`src/rtl/updown_counter_pkg.sv`:
```
// Shared types for the modulo-N up/down counter: count direction, the decoded per-cycle
// operation, and the priority decode helper.
package updown_counter_pkg;

    typedef enum logic {
        DIR_DOWN = 1'b0,
        DIR_UP   = 1'b1
    } dir_e;

    typedef enum logic [1:0] {
        OP_HOLD,
        OP_CLEAR,
        OP_LOAD,
        OP_COUNT
    } op_e;

    // clear beats load beats en; anything lower in the same cycle is dropped
    function automatic op_e decode_op(input logic clear, input logic load, input logic en);
        if (clear) begin
            return OP_CLEAR;
        end else if (load) begin
            return OP_LOAD;
        end else if (en) begin
            return OP_COUNT;
        end
        return OP_HOLD;
    endfunction

endpackage

```
`src/rtl/updown_counter_next.sv`:
```
// Combinational next-count arithmetic for an enabled up/down step, with wrap or clamp at the
// limits and the matching overflow/underflow flags. Holds the count for any other operation.
module updown_counter_next
    import updown_counter_pkg::*;
#(
    parameter int unsigned COUNT_WIDTH = 8,
    parameter int unsigned MAX_COUNT   = 2**COUNT_WIDTH - 1,
    parameter int unsigned STEP_WIDTH  = 4,
    parameter int unsigned SATURATE    = 0
) (
    input  logic [COUNT_WIDTH-1:0] count,
    input  op_e                    op,
    input  dir_e                   dir,
    input  logic [STEP_WIDTH-1:0]  step,
    output logic [COUNT_WIDTH-1:0] next_count,
    output logic                   ovf_next,
    output logic                   unf_next
);

    // Two guard bits: holds count + step and count + modulus without truncation
    localparam int unsigned SUM_WIDTH = COUNT_WIDTH + 2;
    localparam logic [SUM_WIDTH-1:0] LIMIT   = SUM_WIDTH'(MAX_COUNT);
    localparam logic [SUM_WIDTH-1:0] MODULUS = SUM_WIDTH'(MAX_COUNT) + SUM_WIDTH'(1);

    logic [SUM_WIDTH-1:0] w_count_ext;
    logic [SUM_WIDTH-1:0] w_step_ext;
    logic [SUM_WIDTH-1:0] w_sum;

    assign w_count_ext = SUM_WIDTH'(count);
    assign w_step_ext  = SUM_WIDTH'(step);
    assign w_sum       = w_count_ext + w_step_ext;

    always_comb begin
        next_count = count;
        ovf_next   = 1'b0;
        unf_next   = 1'b0;
        if (op == OP_COUNT) begin
            if (dir == DIR_UP) begin
                if (w_sum <= LIMIT) begin
                    next_count = COUNT_WIDTH'(w_sum);
                end else if (SATURATE == 0) begin
                    next_count = COUNT_WIDTH'(w_sum - MODULUS);
                    ovf_next   = 1'b1;
                end else begin
                    next_count = COUNT_WIDTH'(MAX_COUNT);
                    ovf_next   = (w_count_ext < LIMIT);
                end
            end else begin
                if (w_step_ext <= w_count_ext) begin
                    next_count = COUNT_WIDTH'(w_count_ext - w_step_ext);
                end else if (SATURATE == 0) begin
                    next_count = COUNT_WIDTH'(w_count_ext + MODULUS - w_step_ext);
                    unf_next   = 1'b1;
                end else begin
                    next_count = '0;
                    unf_next   = (count != '0);
                end
            end
        end
    end

endmodule

```
`src/rtl/updown_counter.sv`:
```
// Modulo-N up/down counter with variable step, clear, load and wrap/saturate handling.
// Define UPDN_COUNTER_CMP_EN to build the cmp_hit compare; otherwise cmp_hit is tied low.
module updown_counter
    import updown_counter_pkg::*;
#(
    parameter int unsigned COUNT_WIDTH = 8,
    parameter int unsigned MAX_COUNT   = 2**COUNT_WIDTH - 1,
    parameter int unsigned STEP_WIDTH  = 4,
    parameter int unsigned SATURATE    = 0
) (
    input  logic                   clk,
    input  logic                   rst,
    input  logic                   clear,
    input  logic                   load,
    input  logic [COUNT_WIDTH-1:0] load_value,
    input  logic                   en,
    input  logic                   dir,
    input  logic [STEP_WIDTH-1:0]  step,
    input  logic [COUNT_WIDTH-1:0] cmp_value,
    output logic [COUNT_WIDTH-1:0] count,
    output logic                   ovf,
    output logic                   unf,
    output logic                   at_max,
    output logic                   at_zero,
    output logic                   cmp_hit
);

    if (((longint'(1) << STEP_WIDTH) - 1) > (longint'(MAX_COUNT) + 1)) begin : g_step_chk
        $error("updown_counter: STEP_WIDTH too wide for MAX_COUNT");
    end
    if (longint'(MAX_COUNT) > ((longint'(1) << COUNT_WIDTH) - 1)) begin : g_max_chk
        $error("updown_counter: MAX_COUNT does not fit in COUNT_WIDTH");
    end

    localparam logic [COUNT_WIDTH-1:0] MAX_VAL = COUNT_WIDTH'(MAX_COUNT);

    logic [COUNT_WIDTH-1:0] r_count;
    logic                   r_ovf;
    logic                   r_unf;
    logic                   r_at_max;
    logic                   r_at_zero;

    op_e                    w_op;
    logic [COUNT_WIDTH-1:0] w_arith_count;
    logic [COUNT_WIDTH-1:0] w_load_clamped;
    logic [COUNT_WIDTH-1:0] w_next_count;
    logic                   w_ovf_next;
    logic                   w_unf_next;

    assign w_op           = decode_op(clear, load, en);
    assign w_load_clamped = (load_value > MAX_VAL) ? MAX_VAL : load_value;

    updown_counter_next #(
        .COUNT_WIDTH (COUNT_WIDTH),
        .MAX_COUNT   (MAX_COUNT),
        .STEP_WIDTH  (STEP_WIDTH),
        .SATURATE    (SATURATE)
    ) u_next (
        .count      (r_count),
        .op         (w_op),
        .dir        (dir_e'(dir)),
        .step       (step),
        .next_count (w_arith_count),
        .ovf_next   (w_ovf_next),
        .unf_next   (w_unf_next)
    );

    always_comb begin
        w_next_count = w_arith_count;
        unique case (w_op)
            OP_CLEAR: w_next_count = '0;
            OP_LOAD:  w_next_count = w_load_clamped;
            default:  w_next_count = w_arith_count;
        endcase
    end

    always_ff @(posedge clk) begin
        if (rst) begin
            r_count   <= '0;
            r_ovf     <= 1'b0;
            r_unf     <= 1'b0;
            r_at_max  <= (MAX_COUNT == 0);
            r_at_zero <= 1'b1;
        end else begin
            r_count   <= w_next_count;
            r_ovf     <= w_ovf_next;
            r_unf     <= w_unf_next;
            r_at_max  <= (w_next_count == MAX_VAL);
            r_at_zero <= (w_next_count == '0);
        end
    end

`ifdef UPDN_COUNTER_CMP_EN
    logic r_cmp_hit;

    // Fires only on a change into cmp_value, so a hold never re-triggers
    always_ff @(posedge clk) begin
        if (rst) begin
            r_cmp_hit <= 1'b0;
        end else begin
            r_cmp_hit <= (w_next_count == cmp_value) && (w_next_count != r_count);
        end
    end

    assign cmp_hit = r_cmp_hit;
`else
    logic w_cmp_unused;

    assign w_cmp_unused = ^cmp_value;
    assign cmp_hit      = 1'b0;
`endif

    assign count   = r_count;
    assign ovf     = r_ovf;
    assign unf     = r_unf;
    assign at_max  = r_at_max;
    assign at_zero = r_at_zero;

endmodule

```
`config.mk`:
```
export PLATFORM = sky130hd
export DESIGN_NAME = updown_counter
export DESIGN_NICKNAME = d
export VERILOG_FILES = /design/src/rtl/updown_counter_pkg.sv /design/src/rtl/updown_counter_next.sv /design/src/rtl/updown_counter.sv
export SDC_FILE = /design/constraint.sdc
export NUM_CORES = 1
export LEC_CHECK = 0
export CAP_MARGIN = 20
export CORE_ASPECT_RATIO = 1.2
export CORE_UTILIZATION = 30
export DETAILED_ROUTE_END_ITERATION = 16
export GPL_ROUTABILITY_DRIVEN = 0
export PLACE_DENSITY = 0.6
export SLEW_MARGIN = 0
export SYNTH_ARGS = -nofsm -noshare
export SYNTH_HDL_FRONTEND = slang
export SYNTH_SLANG_ARGS = --single-unit
```
`constraint.sdc`:
```
create_clock -name clk -period 6.3 [get_ports clk]
set_input_delay 0.945 -clock clk [delete_from_list [all_inputs] [get_ports clk]]
set_output_delay 0.945 -clock clk [all_outputs]
set_load 0.005 [all_outputs]
```
# After elaboration in Yosys (flattened, before gate mapping)
# Index checks and enable logic that the tools add are counted.
# totals
ff_bits,12
in_bits,26
out_inout_bits,13
word_cells,37
# classes
n_addsub,5
magnitude_cmp,3
n_eq_ne,4
mux,15
n_bitwise,2
n_reduce_logical,3
# op_table
cell,count
$mux 8,5
$pmux 8 s2,1
$sub 8x4->8,2
$add 8x4->9,1
$le 9x8->1 const B,1
$add 8x1->8 const B,1
$eq 8x8->1 const B,1
$gt 8x8->1 const B,1
$le 4x8->1,1
$logic_not 8->1,1
$mux 2,4
$sub 8x1->8 const B,1
$reduce_or 3->1,2
$mux 1,5
$eq 2x2->1 const B,2
$eq 2x1->1 const B,1
$not 1->1,2

# Logic depth before layout (Yosys ltp)
# Gate-level depths: netlist (run 1).
# logic_depth
depth_word,8
ltp_mapped,11
ltp_nobuf,10

# By module
# A second synthesis (run 1) with hierarchy kept.
# unflattened
cells_unflattened,133
area_unflattened_um2,1044.8
# modules_own_cells
mod,instances,cells_per_inst,area_each_um2,seq_area_each_um2
updown_counter,1,59,535.5,240.2
updown_counter_next,1,74,509.2,0.0

# Worst setup path after synthesis (run 1)
# No wires, ideal clock.
# synth_timing
kind,in2reg
from,input load
to,register r_at_max (netlist: at_max)
setup_time_ns,0.087
arrival_ns,2.869
required_ns,6.213
setup_slack_ns,3.344
path_stages,9
path_buffers,0
cell_sequence,inv_1 a21oi_1 ha_1 nand3b_1 nand3_1 o21ai_0 or3b_1 or4b_4 nor4b_4
# synth_via
elab_chain_len,7
elab_cells_between_ends,11
cone_classes,4 x eq/ne; 7 x mux
# synth_rtl
item,line_no,source
"start, declared",updown_counter.sv:14,"input logic load,"
$mux 2 / $mux 1 (equally long branches),updown_counter_pkg.sv:21,end else if (load) begin
$mux 2 / $mux 1 (equally long branches),updown_counter_pkg.sv:19,if (clear) begin
$mux 2 *,updown_counter_pkg.sv:26,return OP_HOLD;
$eq 2x2->1,updown_counter_next.sv:37,if (op == OP_COUNT) begin
$mux 8,updown_counter_next.sv:37,
$pmux 8 s2 *,updown_counter.sv:70,unique case (w_op)
$eq 8x8->1 *,updown_counter.sv:88,r_at_max <= (w_next_count == MAX_VAL);
"end signal, assigned",updown_counter.sv:82,r_at_max <= (MAX_COUNT == 0);
"end signal, assigned",updown_counter.sv:88,
"end, declared",updown_counter.sv:40,logic r_at_max;
# Mark *: on every way between the ends. The rest lies on a longest branch, timed or not.
# A chain may end at the register's enable or synchronous reset.

# Final worst setup path (run 1)
# Ends and elaborated chain as after synthesis.

==> results of run 1 <==
## layout make-up
| type | count | area [sq um] | area share, % |
|---|---|---|---|
| flip-flops and latches | 12 | 240.2 | 15.74 |
| inverters | 11 | 41.29 | 2.705 |
| clock buffers | 4 | 55.05 | 3.607 |
| well taps | 52 | 65.06 | 4.262 |
| multi-input cells | 120 | 834.6 | 54.67 |
| repair buffers | 29 | 290.3 | 19.02 |
## routing by layer
layer / track usage, % / vias to the layer above / part of all wire [%]
met5: 0 / - / 0
met4: 4.497 / 0 / 1.6
met3: 2.052 / 6 / 4.7
met2: 26.56 / 36 / 51
met1: 19.75 / 523 / 43
li1: - / 573 / -
## state kept, by name, summed over array words and instances (netlist names)
| register | flops |
|---|---|
| ovf | 1 |
| unf | 1 |
| count | 8 |
| at_max | 1 |
| at_zero | 1 |
## worst paths after layout
path | from | to | cells past startpoint
worst max-delay path | load | at_max | 10
worst min register to register | count[6] | ovf | 2
worst min-delay path | count[6] | ovf | 2
worst max register to register | count[0] | at_max | 9
## where the power goes
part           total [mW]  switching [mW]  internal, mW
Sequential         0.0848         0.00448        0.0804
Clock              0.0881          0.0327        0.0554
Combinational      0.0783          0.0387        0.0396
## layout by cell type, fill, tap and decap left out, drive strengths merged, types with 2 or more instances in the layout
master	instances
nor2	13
fa	2
nor4b	2
and2	2
mux2i	3
o31ai	2
a221oi	2
ha	10
mux2	3
clkbuf	4
o21ai	7
a21oi	12
dfxtp	12
o211a	2
nand3b	4
nand2	16
and3	2
clkdlybuf4s50	29
and2b	2
inv	11
nand4	4
nor3b	2
nor3	3
nand3	4
nor2b	8
or2	2
nand2b	2
## cells by family (layout without fill, tap and decap cells)
| family | Yosys count | after routing | share of synthesized area [%] |
|---|---|---|---|
| other | 1 | 1 | 0.3268 |
| buffers and inverters | 16 | 44 | 6.325 |
| AOI/OAI and AO/OA | 31 | 31 | 17.01 |
| adders and majority gates | 12 | 12 | 14.39 |
| and+or+nand+nor | 70 | 70 | 35.44 |
| muxes | 6 | 6 | 5.562 |
| DFF | 12 | 12 | 20.94 |
## critical path: cells and delay by family
family / cells / cell delay (ps)
adder cells (fa/ha/maj): 1 / 410
buffers and inverters: 2 / 530
AO/OA/AOI/OAI: 2 / 240
AND/OR/NAND/NOR: 5 / 1610
==> impl_metrics.json, run 1 <==
{
  "antenna_found_initial": 0,
  "synth_cell_type_count": 47,
  "crit_path_cell_trace": "clkdlybuf4s50_1, inv_1, a21oi_1, ha_1, nand3b_1, nand3_1, o21ai_0, or3b_1, or4b_4, nor4b_4",
  "timing.fmax_ghz": 0.2791,
  "start_kind": "input pin",
  "n_antenna_cell": 0,
  "layout.cells.non_filler": 228,
  "grt_max_degree": 17,
  "syn_inst": 148,
  "ys_top_cells_by_area": "dfxtp_1, ha_1, a21oi_1",
  "cts-root-buf": "clkbuf_8",
  "grt_pass1_wl_microns": 4926,
  "hold_ws_ps": 557.9,
  "die_h_microns": 69.75,
  "routed_wl_microns": 2866,
  "drive_gt1_share_pct": 7.955,
  "p_total_mw": 0.2513,
  "io_pins": 39,
  "mappedNetlistArea_sq_mm": 0.001147,
  "synth_ff_type": "dfxtp_1",
  "crit_path_top_delay_cell": "or4b_4",
  "syn_nets": 186,
  "drt-pass1-iter-count": 4,
  "nets": 215,
  "cts-htree-levels": 1,
  "drt-wirelength-per-cell_microns": 12.57,
  "ys_seq_elements": 12,
  "leakagePower_nw": 0.6252,
  "setup_violations": 0,
  "syn2layout_area_growth_pct": 33.04,
  "ir_drop_mv": 0.1244,
  "slew-limit-headroom_pct": 61.76,
  "grt_pass1_vias": 1103,
  "final.setup.worst_slack_ps": 2717,
  "die_area_sq_mm": 0.004077,
  "yosysWarnings": 0,
  "synth_top_area_share_pct": 20.94,
  "status": "complete, no violations",
  "place_ws_ps": 2473,
  "numCtsBuffers": 3,
  "fill_cells": 351,
  "hold_viol_final": 0,
  "async_reset_ff_share_pct": 0,
  "cts_max_path_buffers": 2,
  "drv_cap": 0,
  "rrSetupSlack_ps": 3700,
  "dp_cells": 224,
  "critPathKind": "in2reg",
  "portBuffers": 29,
  "synth_top_cell_by_area": "dfxtp_1",
  "synth-edff-count": 0,
  "layout_min_cycle_time_ps": 3583,
  "place_hpwl_microns": 2353,
  "endpoint_kind": "flip-flop",
  "drc": 0,
  "drv_slew": 0,
  "grt.total_usage_pct": 15.47,
  "cts_hold_buf": 0,
  "vias": 1138,
  "ant_nets": 0,
  "die_width_microns": 58.46,
  "coreArea_sq_mm": 0.003633,
  "clkSinkCount": 12,
  "clkTransAtPathRegs_ps": 60,
  "finClkSkew_ps": 0.8454,
  "finalInstanceArea_sq_mm": 0.001526,
  "overflow": 0,
  "p_per_area_mw_per_mm2": 164.6,
  "arrival_ps": 3750,
  "finalCritPeriodShare_pct": 56.87,
  "tightest_slew_ps": 568.7,
  "hold_path_class": "reg2reg",
  "dpl_cell_area_sq_mm": 0.001471,
  "first_iter_violations": 40,
  "clk_latency_ps": 250,
  "cts_tree": "built",
  "final_util_pct": 42.01,
  "yosysMostFrequentCell": "nand2_1",
  "slowest_delay_ps": 530,
  "cp_max_fo": 16,
  "finalSetupTns_ps": 0,
  "rows": 24,
  "ys_seq_area_share_pct": 20.94,
  "initial_core_util_pct": 31.58,
  "worstPathRequired_ps": 6460,
  "viasPerCell": 4.991,
  "rsz0062_at_grt": "no",
  "syn_area_per_cell_sq_um": 7.752,
  "yosys-top-cells-count": "nand2_1, nor2_1, a21oi_1, dfxtp_1, inv_1",
  "cts_resized": 0,
  "cts_setup_buffers": 0
}
Power figures use the tool's default switching activity.
==> inputs of run 2 (changes only) <==
==> constraint.sdc (replaced) <==
create_clock -name clk -period 3.7 [get_ports clk]
set_input_delay 0.555 -clock clk [delete_from_list [all_inputs] [get_ports clk]]
set_output_delay 0.555 -clock clk [all_outputs]
set_load 0.005 [all_outputs]
==> run 2 against run 1 <==
Net effect: wire length rose by 1.3%; register-to-register slack worse by 2600 ps; clock skew about the same; via count grew 0.44%; die area did not move; combinational power increased by 72%; first-iteration DRC count down 5.0%; sequential share of layout area down 0.077 points; clock-buffer cell count stayed put; clock power grew 66%; hold slack gained 13 ps; flip-flop and latch count is the same; largest cell class unchanged.
==> impl_metrics.json, run 2 (same netlist as run 1, synthesis figures left out) <==
{
  "n_antenna_cell": 0,
  "endpoint_kind": "flip-flop",
  "reg2reg_to": "at_max",
  "finalSetupTns_ps": 0,
  "portBuffers": 29,
  "finalInstanceArea_sq_mm": 0.001534,
  "nets": 216,
  "tightest_slew_ps": 520.5,
  "routed_wl_microns": 2904,
  "place_ws_ps": 345.2,
  "die_h_microns": 69.75,
  "drive_gt1_share_pct": 8.475,
  "layout.cells.non_filler": 229,
  "cts_max_path_buffers": 2,
  "dpl_cell_area_sq_mm": 0.001479,
  "cts_tree": "built",
  "cts_hold_buf": 0,
  "status": "complete, no violations",
  "grt.total_usage_pct": 14.97,
  "p_sw_share_pct": 29.39,
  "critPathKind": "in2reg",
  "arrival_ps": 3260,
  "timing.fmax_ghz": 0.3225,
  "fill_cells": 390,
  "clkSinkCount": 12,
  "cts_resized": 0,
  "drv_cap": 0,
  "slew-limit-headroom_pct": 65.01,
  "hold_path_class": "reg2reg",
  "die_area_sq_mm": 0.004077,
  "numCtsBuffers": 3,
  "io_pins": 39,
  "final_common_cell": "clkdlybuf4s50_1",
  "power_switching_mw": 0.1249,
  "grt_pass1_wl_microns": 4802,
  "r2r_start": "count[0]",
  "hold_viol_final": 0,
  "pwr-share-clk_pct": 34.3,
  "drv_slew": 0,
  "hold_ws_ps": 571.2,
  "syn2layout_area_growth_pct": 33.70,
  "ff2ff_path_depth": 9,
  "rows": 24,
  "largest_register_ffs": 8,
  "finClkSkew_ps": 0.8112,
  "clkTransAtPathRegs_ps": 60,
  "hold_end": "ovf",
  "viasPerCell": 4.991,
  "hp-start": "count[7]",
  "final.setup.worst_slack_ps": 599.0,
  "cts_setup_buffers": 0,
  "worstPathRequired_ps": 3860,
  "overflow": 0,
  "cp_max_fo": 3,
  "hold_depth": 1,
  "finalCritPeriodShare_pct": 83.81,
  "rrSetupSlack_ps": 1090,
  "cts-root-buf": "clkbuf_8",
  "antenna_found_initial": 0,
  "drt-pass1-iter-count": 4,
  "coreArea_sq_mm": 0.003633,
  "die_width_microns": 58.46,
  "setup_violations": 0,
  "grt_pass1_vias": 1086,
  "ir_drop_mv": 0.2095,
  "seq_power_share_pct": 34.0,
  "grt_max_degree": 15,
  "dp_cells": 225,
  "first_iter_violations": 38,
  "layout_min_cycle_time_ps": 3101,
  "start_kind": "input pin",
  "clk_latency_ps": 240,
  "p_per_area_mw_per_mm2": 276.9,
  "combPwrFrac_pct": 31.7,
  "place_hpwl_microns": 2428,
  "ant_nets": 0,
  "leakagePower_nw": 0.6300,
  "vias": 1143,
  "drt-wirelength-per-cell_microns": 12.68,
  "drc": 0,
  "intPower_mw": 0.2999,
  "initial_core_util_pct": 31.58,
  "cts-htree-levels": 1,
  "layout_common_cells": "clkdlybuf4s50_1, nand2_1, nor2_1",
  "rsz0062_at_grt": "no"
}
[run 2: power by group through the flow]
stage               Clock (mW)  Sequential [mW]  Combinational (mW)
finish                   0.146            0.145               0.135
global route             0.153            0.146               0.150
CTS                      0.149            0.145               0.135
detailed placement           0            0.147               0.134
global placement             0            0.147               0.132
floorplan                    0            0.146              0.0806
[run 2: layout make-up]
| type | count | area (sq um) | area share (%) |
|---|---|---|---|
| clock buffers | 4 | 55.05 | 3.589 |
| well taps | 52 | 65.06 | 4.241 |
| flip-flops and latches | 12 | 240.2 | 15.66 |
| inverters | 11 | 41.29 | 2.692 |
| repair buffers | 30 | 297.8 | 19.41 |
| multi-input cells | 120 | 834.6 | 54.40 |
[run 2: routing by layer]
| layer | track usage (%) | wire, microns |
|---|---|---|
| met1 | 18.23 | 1256 |
| met3 | 2.799 | 142 |
| met4 | 2.910 | 5 |
| met2 | 26.82 | 1499 |
| met5 | 0 | 0 |
[run 2: worst max-delay path: stages]
cell and delay (ps):
clkdlybuf4s50_1 530, inv_1 100, ha_1 330, nor2b_2 170
o21ai_0 260, o21ai_0 130, or3b_1 440, or4b_4 520
nor4b_4 210
[run 2: metrics by stage]
| step | util (%) | total power [mW] |
|---|---|---|
| after detailed placement | 40.70 | 0.2817 |
| after floorplan | - | 0.2270 |
| after CTS | 42.22 | 0.4289 |
| final | 42.22 | 0.4248 |
| after global placement | 40.70 | 0.2788 |
| after global routing | 42.22 | 0.4489 |
[run 2: how the worst max path moves through the flow]
stage / startpoint / endpoint / slack, ps / depth (start not counted)
2_1_floorplan: load / at_max / 1130 / 9
3_3_place_gp: step[1] / at_max / 390 / 9
3_5_place_dp: step[1] / at_max / 350 / 9
4_1_cts: step[1] / at_max / 580 / 9
5_1_grt: step[1] / at_max / 460 / 9
6_report: step[1] / at_max / 600 / 9
==> inputs of run 3 (changes only) <==
--- a/config.mk
+++ b/config.mk
@@ -10,7 +10,7 @@
 export CORE_UTILIZATION = 30
 export DETAILED_ROUTE_END_ITERATION = 16
 export GPL_ROUTABILITY_DRIVEN = 0
-export PLACE_DENSITY = 0.6
+export PLACE_DENSITY = 0.62
 export SLEW_MARGIN = 0
 export SYNTH_ARGS = -nofsm -noshare
 export SYNTH_HDL_FRONTEND = slang
==> constraint.sdc (replaced) <==
create_clock -name clk -period 2.8 [get_ports clk]
set_input_delay 0.42 -clock clk [delete_from_list [all_inputs] [get_ports clk]]
set_output_delay 0.42 -clock clk [all_outputs]
set_load 0.005 [all_outputs]
==> run 3 against run 2 <==
Net effect: largest power group is now combinational cells; hold slack better by 8.4 ps; non-clock buffer count increased by 24; sequential share of layout area decreased by 2.2 points; final cell count increased by 10%; register-to-register slack worse by 790 ps; wire length rose by 14%; largest cell class unchanged; worst setup slack worse by 470 ps; clock-buffer cell count unchanged.
==> impl_metrics.json, run 3 (same netlist as run 1, synthesis figures left out) <==
{
  "clkSinkCount": 12,
  "finalCritPeriodShare_pct": 95.51,
  "critPathKind": "in2reg",
  "drv_slew": 0,
  "first_iter_violations": 38,
  "cp_max_fo": 6,
  "drv_cap": 0,
  "cts-root-buf": "clkbuf_8",
  "die_width_microns": 58.46,
  "drt-pass1-iter-count": 4,
  "nets": 240,
  "hold_end": "ovf",
  "hold_depth": 2,
  "setup_violations": 0,
  "cts_hold_buf": 0,
  "vias": 1276,
  "rows": 24,
  "coreArea_sq_mm": 0.003633,
  "p_per_area_mw_per_mm2": 342.7,
  "drive_gt1_share_pct": 25.37,
  "rsz0062_at_grt": "no",
  "layout.cells.non_filler": 253,
  "grt.total_usage_pct": 16.54,
  "initial_core_util_pct": 31.58,
  "r2r_start": "count[0]",
  "finalSetupTns_ps": 0,
  "grt_max_degree": 16,
  "die_area_sq_mm": 0.004077,
  "endpoint_kind": "flip-flop",
  "status": "complete, no violations",
  "dp_cells": 247,
  "hold_path_class": "reg2reg",
  "hold_viol_final": 0,
  "drc": 0,
  "clkTransAtPathRegs_ps": 60,
  "cts_max_path_buffers": 2,
  "ir_drop_mv": 0.3429,
  "numCtsBuffers": 3,
  "drt-wirelength-per-cell_microns": 13.05,
  "grt_pass1_vias": 1230,
  "clk_latency_ps": 240,
  "portBuffers": 29,
  "place_hpwl_microns": 2604,
  "routed_wl_microns": 3302,
  "arrival_ps": 2830,
  "reg2reg_to": "at_max",
  "start_kind": "input pin",
  "antenna_found_initial": 0,
  "hp-start": "count[6]",
  "overflow": 0,
  "worstPathRequired_ps": 2960,
  "rrSetupSlack_ps": 300,
  "ant_nets": 0,
  "ff2ff_path_depth": 8,
  "die_h_microns": 69.75,
  "cts_tree": "built",
  "grt_pass1_wl_microns": 5382,
  "largest_register_ffs": 8,
  "cts-htree-levels": 1,
  "leakagePower_nw": 0.7926,
  "syn2layout_area_growth_pct": 55.40,
  "layout_min_cycle_time_ps": 2674,
  "n_antenna_cell": 0,
  "finClkSkew_ps": 2.555,
  "viasPerCell": 5.043,
  "layout_common_cells": "clkdlybuf4s50_1, buf_4, nand2_1",
  "io_pins": 39,
  "timing.fmax_ghz": 0.3739
}
-- run 3: layout make-up --
type | count | area, sq um
repair buffers | 54 | 494.2
fillers | 341 | 1851
inverters | 11 | 41.29
clock buffers | 4 | 55.05
multi-input cells | 120 | 887.1
flip-flops and latches | 12 | 240.2
well taps | 52 | 65.06
-- run 3: how the worst max path moves through the flow --
stage | startpoint | to | slack [ps] | cells after the start
floorplan | load | at_max | 370 | 9
global placement | step[1] | at_max | -250 | 9
detailed placement | step[1] | at_max | -290 | 9
CTS | en | at_max | 7 | 10
global route | step[2] | at_max | 40 | 9
finish | step[3] | at_max | 130 | 8
-- run 3: what timing repair did --
action | 4_1_cts | 5_1_grt
resized for setup | 4 | 15
endpoints found under the setup margin | 1 | 1
setup buffers | 0 | 2
pin swaps | 0 | 4
-- run 3: report_power, final --
group | internal, mW | switching (mW)
logic | 0.126 | 0.101
registers | 0.181 | 0.0110
clock network | 0.124 | 0.0686
total | 0.431 | 0.180
-- run 3: layer usage --
metal  global-route usage (%)  wire [microns]
met5                        0               0
met1                    21.17            1395
met3                    1.866             137
met4                    4.233              34
met2                    28.86            1734
-- run 3: through the flow --
| stage | area [sq um] | hold WS, ps | setup WS [ps] | util (%) | power, mW |
|---|---|---|---|---|---|
| after floorplan | 1147 | 525.3 | 369.3 | - | 0.2999 |
| after global placement | 1644 | 551.5 | -249.9 | 45.25 | 0.3981 |
| after detailed placement | 1644 | 561.3 | -293.4 | 45.25 | 0.4040 |
| after CTS | 1710 | 572.2 | 6.920 | 47.07 | 0.5991 |
| after global routing | 1783 | 608.6 | 35.39 | 49.07 | 0.6443 |
| final | 1783 | 579.6 | 125.7 | 49.07 | 0.6110 |
-- run 3: critical path, stage by stage --
cell and delay, ps:
clkdlybuf4s50_1 480, inv_1 50, ha_1 390, and2b_2 250, o2111ai_1 80, or3b_4 410
or4b_4 540, nor4b_4 210
